### config.mk
export PLATFORM = sky130hd
export DESIGN_NAME = logic_unit_pipe_flat
export DESIGN_NICKNAME = d
export VERILOG_FILES = /design/src/rtl/logic_unit_pipe_if.sv /design/src/rtl/logic_unit_pipe.sv /design/src/flat_wrapper.sv
export SDC_FILE = /design/constraint.sdc
export NUM_CORES = 1
export LEC_CHECK = 0
export CAP_MARGIN = 20
export CORE_MARGIN = 3
export CORE_UTILIZATION = 55
export DETAILED_ROUTE_END_ITERATION = 8
export GPL_TIMING_DRIVEN = 1
export HOLD_SLACK_MARGIN = 0.1
export PLACE_DENSITY = 0.82
export SLEW_MARGIN = 20
export SYNTH_ARGS = -nofsm -noshare
export SYNTH_HDL_FRONTEND = slang
export SYNTH_SLANG_ARGS = --single-unit
export TNS_END_PERCENT = 1
### constraint.sdc
create_clock -name clk -period 5.6 [get_ports clk]
set_input_delay 1.68 -clock clk [delete_from_list [all_inputs] [get_ports clk]]
set_output_delay 1.68 -clock clk [all_outputs]
set_load 0.1 [all_outputs]
### src/rtl/logic_unit_pipe_if.sv
// Handshake and data bundle for the pipelined bitwise logic unit.
// master drives operands and out_ready; slave is the logic unit itself.
interface logic_unit_pipe_if #(
    parameter int WIDTH = 8,
    parameter int CNT_W = 8
);
    logic [WIDTH-1:0] A;
    logic [WIDTH-1:0] B;
    logic [2:0]       op;
    logic             acc_en;
    logic             acc_clr;
    logic             in_valid;
    logic             in_ready;
    logic [WIDTH-1:0] F;
    logic             out_valid;
    logic             out_ready;
    logic             zero;
    logic             ones;
    logic             parity;
    logic [WIDTH-1:0] acc;
    logic [CNT_W-1:0] count;

    modport master (
        output A, B, op, acc_en, acc_clr, in_valid, out_ready,
        input  in_ready, F, out_valid, zero, ones, parity, acc, count
    );

    modport slave (
        input  A, B, op, acc_en, acc_clr, in_valid, out_ready,
        output in_ready, F, out_valid, zero, ones, parity, acc, count
    );
endinterface

### src/rtl/logic_unit_pipe.sv
// WIDTH-bit bitwise logic unit with one registered output stage, result flags,
// an accumulator that can stand in for operand A, and an accepted-transaction counter.
module logic_unit_pipe #(
    parameter int WIDTH = 8,
    parameter int CNT_W = 8
) (
    input logic                clk,
    input logic                rst,
    logic_unit_pipe_if.slave   bus
);
    logic [WIDTH-1:0] f_q, f_d;
    logic [WIDTH-1:0] acc_q, acc_d;
    logic [CNT_W-1:0] count_q, count_d;
    logic             out_valid_q, out_valid_d;
    logic             zero_q, zero_d;
    logic             ones_q, ones_d;
    logic             parity_q, parity_d;

    logic             in_ready;
    logic             accept;
    logic [WIDTH-1:0] op_a;
    logic [WIDTH-1:0] result;

    assign in_ready = !out_valid_q || bus.out_ready;
    assign accept   = bus.in_valid && in_ready;

    // A clear that coincides with an accumulate uses zero as operand A.
    assign op_a = bus.acc_en ? (bus.acc_clr ? '0 : acc_q) : bus.A;

    always_comb begin
        result = '0;
        case (bus.op)
            3'b000:  result = op_a & bus.B;
            3'b001:  result = op_a | bus.B;
            3'b010:  result = op_a ^ bus.B;
            3'b011:  result = ~(op_a & bus.B);
            3'b100:  result = ~(op_a | bus.B);
            3'b101:  result = ~(op_a ^ bus.B);
            3'b110:  result = ~op_a;
            default: result = bus.B;
        endcase
    end

    always_comb begin
        f_d         = f_q;
        out_valid_d = out_valid_q;
        zero_d      = zero_q;
        ones_d      = ones_q;
        parity_d    = parity_q;
        count_d     = count_q;
        acc_d       = acc_q;
        if (accept) begin
            f_d         = result;
            out_valid_d = 1'b1;
            zero_d      = (result == '0);
            ones_d      = &result;
            parity_d    = ^result;
            count_d     = count_q + CNT_W'(1);
        end else if (out_valid_q && bus.out_ready) begin
            out_valid_d = 1'b0;
        end
        if (accept && bus.acc_en) begin
            acc_d = result;
        end else if (bus.acc_clr) begin
            acc_d = '0;
        end
    end

    always_ff @(posedge clk or posedge rst) begin
        if (rst) begin
            f_q         <= '0;
            out_valid_q <= 1'b0;
            zero_q      <= 1'b0;
            ones_q      <= 1'b0;
            parity_q    <= 1'b0;
            count_q     <= '0;
            acc_q       <= '0;
        end else begin
            f_q         <= f_d;
            out_valid_q <= out_valid_d;
            zero_q      <= zero_d;
            ones_q      <= ones_d;
            parity_q    <= parity_d;
            count_q     <= count_d;
            acc_q       <= acc_d;
        end
    end

    assign bus.in_ready  = in_ready;
    assign bus.F         = f_q;
    assign bus.out_valid = out_valid_q;
    assign bus.zero      = zero_q;
    assign bus.ones      = ones_q;
    assign bus.parity    = parity_q;
    assign bus.acc       = acc_q;
    assign bus.count     = count_q;
endmodule

### src/flat_wrapper.sv
// flat-port wrapper written by rule: the top's interface ports become plain ports
module logic_unit_pipe_flat 
#(
    parameter int WIDTH = 8,
    parameter int CNT_W = 8
)
  (clk, rst, bus_A, bus_B, bus_op, bus_acc_en, bus_acc_clr, bus_in_valid, bus_out_ready, bus_in_ready, bus_F, bus_out_valid, bus_zero, bus_ones, bus_parity, bus_acc, bus_count);
  logic_unit_pipe_if #(.WIDTH(WIDTH), .CNT_W(CNT_W)) bus_i ();
  input logic clk;
  input logic rst;
  input wire logic [$bits(bus_i.A)-1:0] bus_A;
  input wire logic [$bits(bus_i.B)-1:0] bus_B;
  input wire logic [$bits(bus_i.op)-1:0] bus_op;
  input wire logic [$bits(bus_i.acc_en)-1:0] bus_acc_en;
  input wire logic [$bits(bus_i.acc_clr)-1:0] bus_acc_clr;
  input wire logic [$bits(bus_i.in_valid)-1:0] bus_in_valid;
  input wire logic [$bits(bus_i.out_ready)-1:0] bus_out_ready;
  output wire logic [$bits(bus_i.in_ready)-1:0] bus_in_ready;
  output wire logic [$bits(bus_i.F)-1:0] bus_F;
  output wire logic [$bits(bus_i.out_valid)-1:0] bus_out_valid;
  output wire logic [$bits(bus_i.zero)-1:0] bus_zero;
  output wire logic [$bits(bus_i.ones)-1:0] bus_ones;
  output wire logic [$bits(bus_i.parity)-1:0] bus_parity;
  output wire logic [$bits(bus_i.acc)-1:0] bus_acc;
  output wire logic [$bits(bus_i.count)-1:0] bus_count;
  assign bus_i.A = bus_A;
  assign bus_i.B = bus_B;
  assign bus_i.op = bus_op;
  assign bus_i.acc_en = bus_acc_en;
  assign bus_i.acc_clr = bus_acc_clr;
  assign bus_i.in_valid = bus_in_valid;
  assign bus_i.out_ready = bus_out_ready;
  assign bus_in_ready = bus_i.in_ready;
  assign bus_F = bus_i.F;
  assign bus_out_valid = bus_i.out_valid;
  assign bus_zero = bus_i.zero;
  assign bus_ones = bus_i.ones;
  assign bus_parity = bus_i.parity;
  assign bus_acc = bus_i.acc;
  assign bus_count = bus_i.count;
  logic_unit_pipe #(.WIDTH(WIDTH), .CNT_W(CNT_W)) u_core (.clk(clk), .rst(rst), .bus(bus_i));
endmodule
# == Word level (Yosys, flattened, before mapping) ==
# Cells that the tools add are included.
# word_totals
input_bits,25
wordCells,37
register_bits,28
# op_classes
addsub,1
n_bitwise,7
n_eq_ne,6
reduce_logical,10
mux,6
# ops
cell,n
$pmux W8 S7,1
$not A8 Y8,4
$mux W8,3
$eq A3 B3 Y1 const B,3
$add A8 B1 Y8 const B,1
$and A8 B8 Y8,1
$logic_not A8 Y1,1
$or A8 B8 Y8,1
$reduce_and A8 Y1,1
$reduce_xor A8 Y1,1
$xor A8 B8 Y8,1
$eq A3 B2 Y1 const B,2
$eq A3 B1 Y1 const B,1
$logic_and A1 B1 Y1,3
$logic_not A3 Y1,1
$mux W1,2
$reduce_bool A2 Y1,1
$logic_not A1 Y1,1
$logic_or A1 B1 Y1,1

# == Longest topological paths before layout ==
# logic_depth
ltp_word,6
depth_mapped,12
ltp_nobuf,11

# == Worst setup path after synthesis ==
# Ideal clock, no wire load.
# synth_timing
path_type,in2out
startpoint,input port bus_out_ready
endpoint,output port bus_in_ready
path_buffers,0
arrival_ns,2.504
path_stages,1
required_time_ns,3.920
slack_ns,1.416
path_cell_list,nand2b_1
# synth_via
elab_chain_cells,1
# synth_lines
element,line,rtl
from (decl),flat_wrapper.sv:17,input wire logic [$bits(bus_i.out_ready)-1:0] bus_out_ready;
$logic_or A1 B1 Y1,logic_unit_pipe.sv:24,assign in_ready = !out_valid_q || bus.out_ready;
to (decl),flat_wrapper.sv:18,output wire logic [$bits(bus_i.in_ready)-1:0] bus_in_ready;
# No other way between the ends.

# == Worst setup path after layout ==
# layout_timing
startpoint,input port bus_acc_en
endpoint,register u_core.parity_q (netlist: u_core.bus.parity)
# layout_via
elab_chain_cells,5
word_cells_on_any_way,10
cone_classes,mux (2); bitwise (7); reduce/logical (1)
# layout_lines
element,line,rtl
from (decl),flat_wrapper.sv:14,input wire logic [$bits(bus_i.acc_en)-1:0] bus_acc_en;
$mux W8 (*),logic_unit_pipe.sv:28,assign op_a = bus.acc_en ? (bus.acc_clr ? '0 : acc_q) : bus.A;
"$xor A8 B8 Y8, or another cell as far along","logic_unit_pipe.sv:35, logic_unit_pipe.sv:38",
$not A8 Y8 (on tied branches),"logic_unit_pipe.sv:38, logic_unit_pipe.sv:36, logic_unit_pipe.sv:37",
$pmux W8 S7 (*),logic_unit_pipe.sv:32,case (bus.op)
$reduce_xor A8 Y1 (*),logic_unit_pipe.sv:57,parity_d = ^result;
to (signal assigned),logic_unit_pipe.sv:83,parity_q <= parity_d;
to (decl),logic_unit_pipe.sv:17,"logic parity_q, parity_d;"
# Every way passes the cells marked *; elsewhere a longest branch is shown, timed or not.
# A chain may end at the register's enable or synchronous reset.

==> impl_results.md <==
* Fmax at between 200 and 250 MHz
* Num CTS Buffers at 3
* Post-synth EDFFs at 0
* Synth warn at 0
* Top-count cell post-synth: nand2_1
* Hold Buf Count CTS at 0
* Flops & latches, synth at 28
* GRT Total Usage at 0.237
* Row count at 23
* Area contributors post-synth: dfrtp_1 29%, ha_1 8.8%, nor2b_1 6.5%, nand2_1 5.1%, a311oi_2 5.0%
* Clock Pin Slew Worst Setup and Hold Paths at 0.10 ns
* Worst supply voltage drop on vdd at about 0.00022 V
* Hold Path Class: register to register
* Clk Latency, worst-skew pair at between 0.2 and 0.3 ns
* Number of global-route vias before repair at 2044
* Top_reg_cell synth: dfrtp_1
* Async S/R FF share, synth at 1.00
* Nets at between 300 and 400
* Setup Skew at 0.00569 ns
* Slew Limit Headroom at 0.337
* Post-DP HPWL at 4510 um
* Via-per-instance ratio at approximately 5.9
* Min Tclk post-route at approximately 4.8 ns
* Setup bufs post-CTS at 0
* Pin count of the biggest net entering global routing at 29
* DRC viols at 0
* Fin Setup TNS at 0 ns
* IO Count at 54
* IO buf count at 53
* Register area share after synthesis at 0.290
* Layout Utilization at 0.729
* Final Hold Viols at 0
* Vias at roughly 2100
* First-pass GRT wire length at a little under 10000 um
* Worst path arrival time at just under 5 ns
* Cells after synthesis at roughly 260
* Yosys top cell by area: dfrtp_1
* Critical path endpoint category: register
* Worst-path fanout max at 23
* Area Overhead vs Synth at 24.1%
* Cts repair resizes at 0
* Die Span X at 72.3 um
* Initial core utilization at 0.588
* Synth top cells by count: 33 x nand2_1, 28 x dfrtp_1, 26 x nor2_1
* WP data required at about 5.8 ns
* Max Slew Vio Count at 0
* RSZ-0062 raised after global routing: no
* Synth unique cells at 37
* Max cap viols at 0
* Syn Std Cell Area at ~2400 sq um
* Iter 0 DRT Violations at roughly 150
* GP Congestion at between 0.8 and 0.9
* Tcrit/Tclk final at 0.853
* Yosys top cell area share at 0.290
* P per Cell Area at 351 nW/um^2
* Final setup fails at 0
* Leakage at between 1 and 1.5 nW
* Final ANT Viol Nets at 0
* Clock Path Buffers at 2
* Die ar. at around 5200 sq um
* CP startpoint kind: input pin
* Share of cells above drive strength 1 at 0.129
* CTS tree: built
* Clock root buffer master: clkbuf_8
* Wirelength per Cell at around 17 um
* Grt ovf at 0
* Total routed wirelength at approximately 6000 um
* Mapped Nets at between 300 and 400
* Worst Max-Slew Pin Slew at roughly 1 ns
* Avg Cell Area, Syn at 9.16 sq um
* Setup CP Type: input pin to register
* Die height at between 70 and 80 um
* Initial antenna violation count at 0
* Status: finished, final reports clean
* Filler cells at around 330
* H-tree Lvls at 1
* N_diodes at 0
* Core ar. at between 4000 and 5000 sq um
* TritonCTS Sinks at 28
* First-pass DRT Iterations at 4
==> registers in the layout, indices dropped and copies added, names as in the netlist <==
| register | count |
|---|---|
| u_core.bus.out_valid | 1 |
| u_core.bus.acc | 8 |
| u_core.bus.parity | 1 |
| u_core.bus.zero | 1 |
| u_core.bus.count | 8 |
| u_core.bus.F | 8 |
| u_core.bus.ones | 1 |
==> critical path: stages <==
cell	delay (ns)
clkdlybuf4s50_1	0.99
and2b_2	0.33
a21o_2	0.20
ha_1	0.29
mux2i_1	0.14
nor2_1	0.07
a311oi_2	0.30
and2_1	0.22
ha_1	0.26
xnor2_1	0.22
xnor2_1	0.14
o21ai_0	0.09
==> layout by cell type (no fill, tap or decap), drive strengths merged <==
cell	instances
xor2	2
dfrtp	28
nor2	26
xnor2	8
nor3b	2
a311oi	8
a21oi	2
and4	1
clkbuf	3
inv	1
and2b	12
mux2i	8
clkinv	1
bufinv	1
a31oi	16
a21o	8
a211o	8
or2	3
and2	9
and3	1
ha	17
o21ai	5
clkdlybuf4s50	52
nand3	2
nand2b	4
a2111oi	8
buf	5
nand4	5
nand2	33
nor2b	25
o32ai	6
==> through the flow <==
stage	area, sq um	total power [mW]	hold slack, ns	instances	worst slack [ns]
floorplan	2420	0.749	0.971	264	1.42
global placement	2920	0.886	0.456	355	0.700
global route	3000	1.10	0.519	360	0.637
finish	3000	1.06	0.487	360	0.825
CTS	2990	1.06	0.496	359	0.859
detailed placement	2920	0.894	0.476	355	0.588
==> layer usage <==
| metal | global-route usage | vias up | wire, um |
|---|---|---|---|
| met4 | 0.0501 | 0 | 65 |
| met3 | 0.0388 | 7 | 318 |
| li1 | - | 1055 | - |
| met1 | 0.323 | 986 | 2690 |
| met5 | 0 | - | 0 |
| met2 | 0.396 | 65 | 2940 |
==> cell families (layout without fill, tap and decap cells) <==
kind of cell             after synthesis  in the layout  synth area share
adder cells (fa/ha/maj)               17             17            0.0879
XOR/XNOR                              10             10            0.0362
buffers and inverters                 17             63            0.0512
AND/OR/NAND/NOR                      123            123             0.277
AO/OA/AOI/OAI                         61             61             0.225
multiplexers                           8              8            0.0331
flip-flops                            28             28             0.290
==> worst paths after layout <==
kind | start | endpoint | slack, ns | depth (start not counted)
hold / removal | u_core.bus.count[7] | u_core.bus.count[7] | 0.49 | 1
max in group asynchronous | rst | u_core.bus.parity | 3.47 | 3
setup / recovery | bus_acc_en | u_core.bus.parity | 0.83 | 12
min in group asynchronous | rst | u_core.bus.count[0] | 1.68 | 2
setup reg to reg | u_core.bus.acc[0] | u_core.bus.parity | 2.88 | 11
hold reg to reg | u_core.bus.count[7] | u_core.bus.count[7] | 0.49 | 1
==> power by group <==
| group | internal (mW) | switching, mW |
|---|---|---|
| Combinational | 0.174 | 0.437 |
| Sequential | 0.243 | 0.0401 |
| Clock | 0.0959 | 0.0652 |
==> area by class of cell <==
class	instances	area (sq um)	area share
clock inverter	1	30.0	0.0100
tap	50	62.6	0.0208
timing repair buffer	57	566	0.188
sequential	28	701	0.233
multi-input combinational	219	1590	0.531
clock buffer	3	41.3	0.0138
inverter	2	7.51	0.00250
Note: power is estimated with default switching activity, not from simulation.
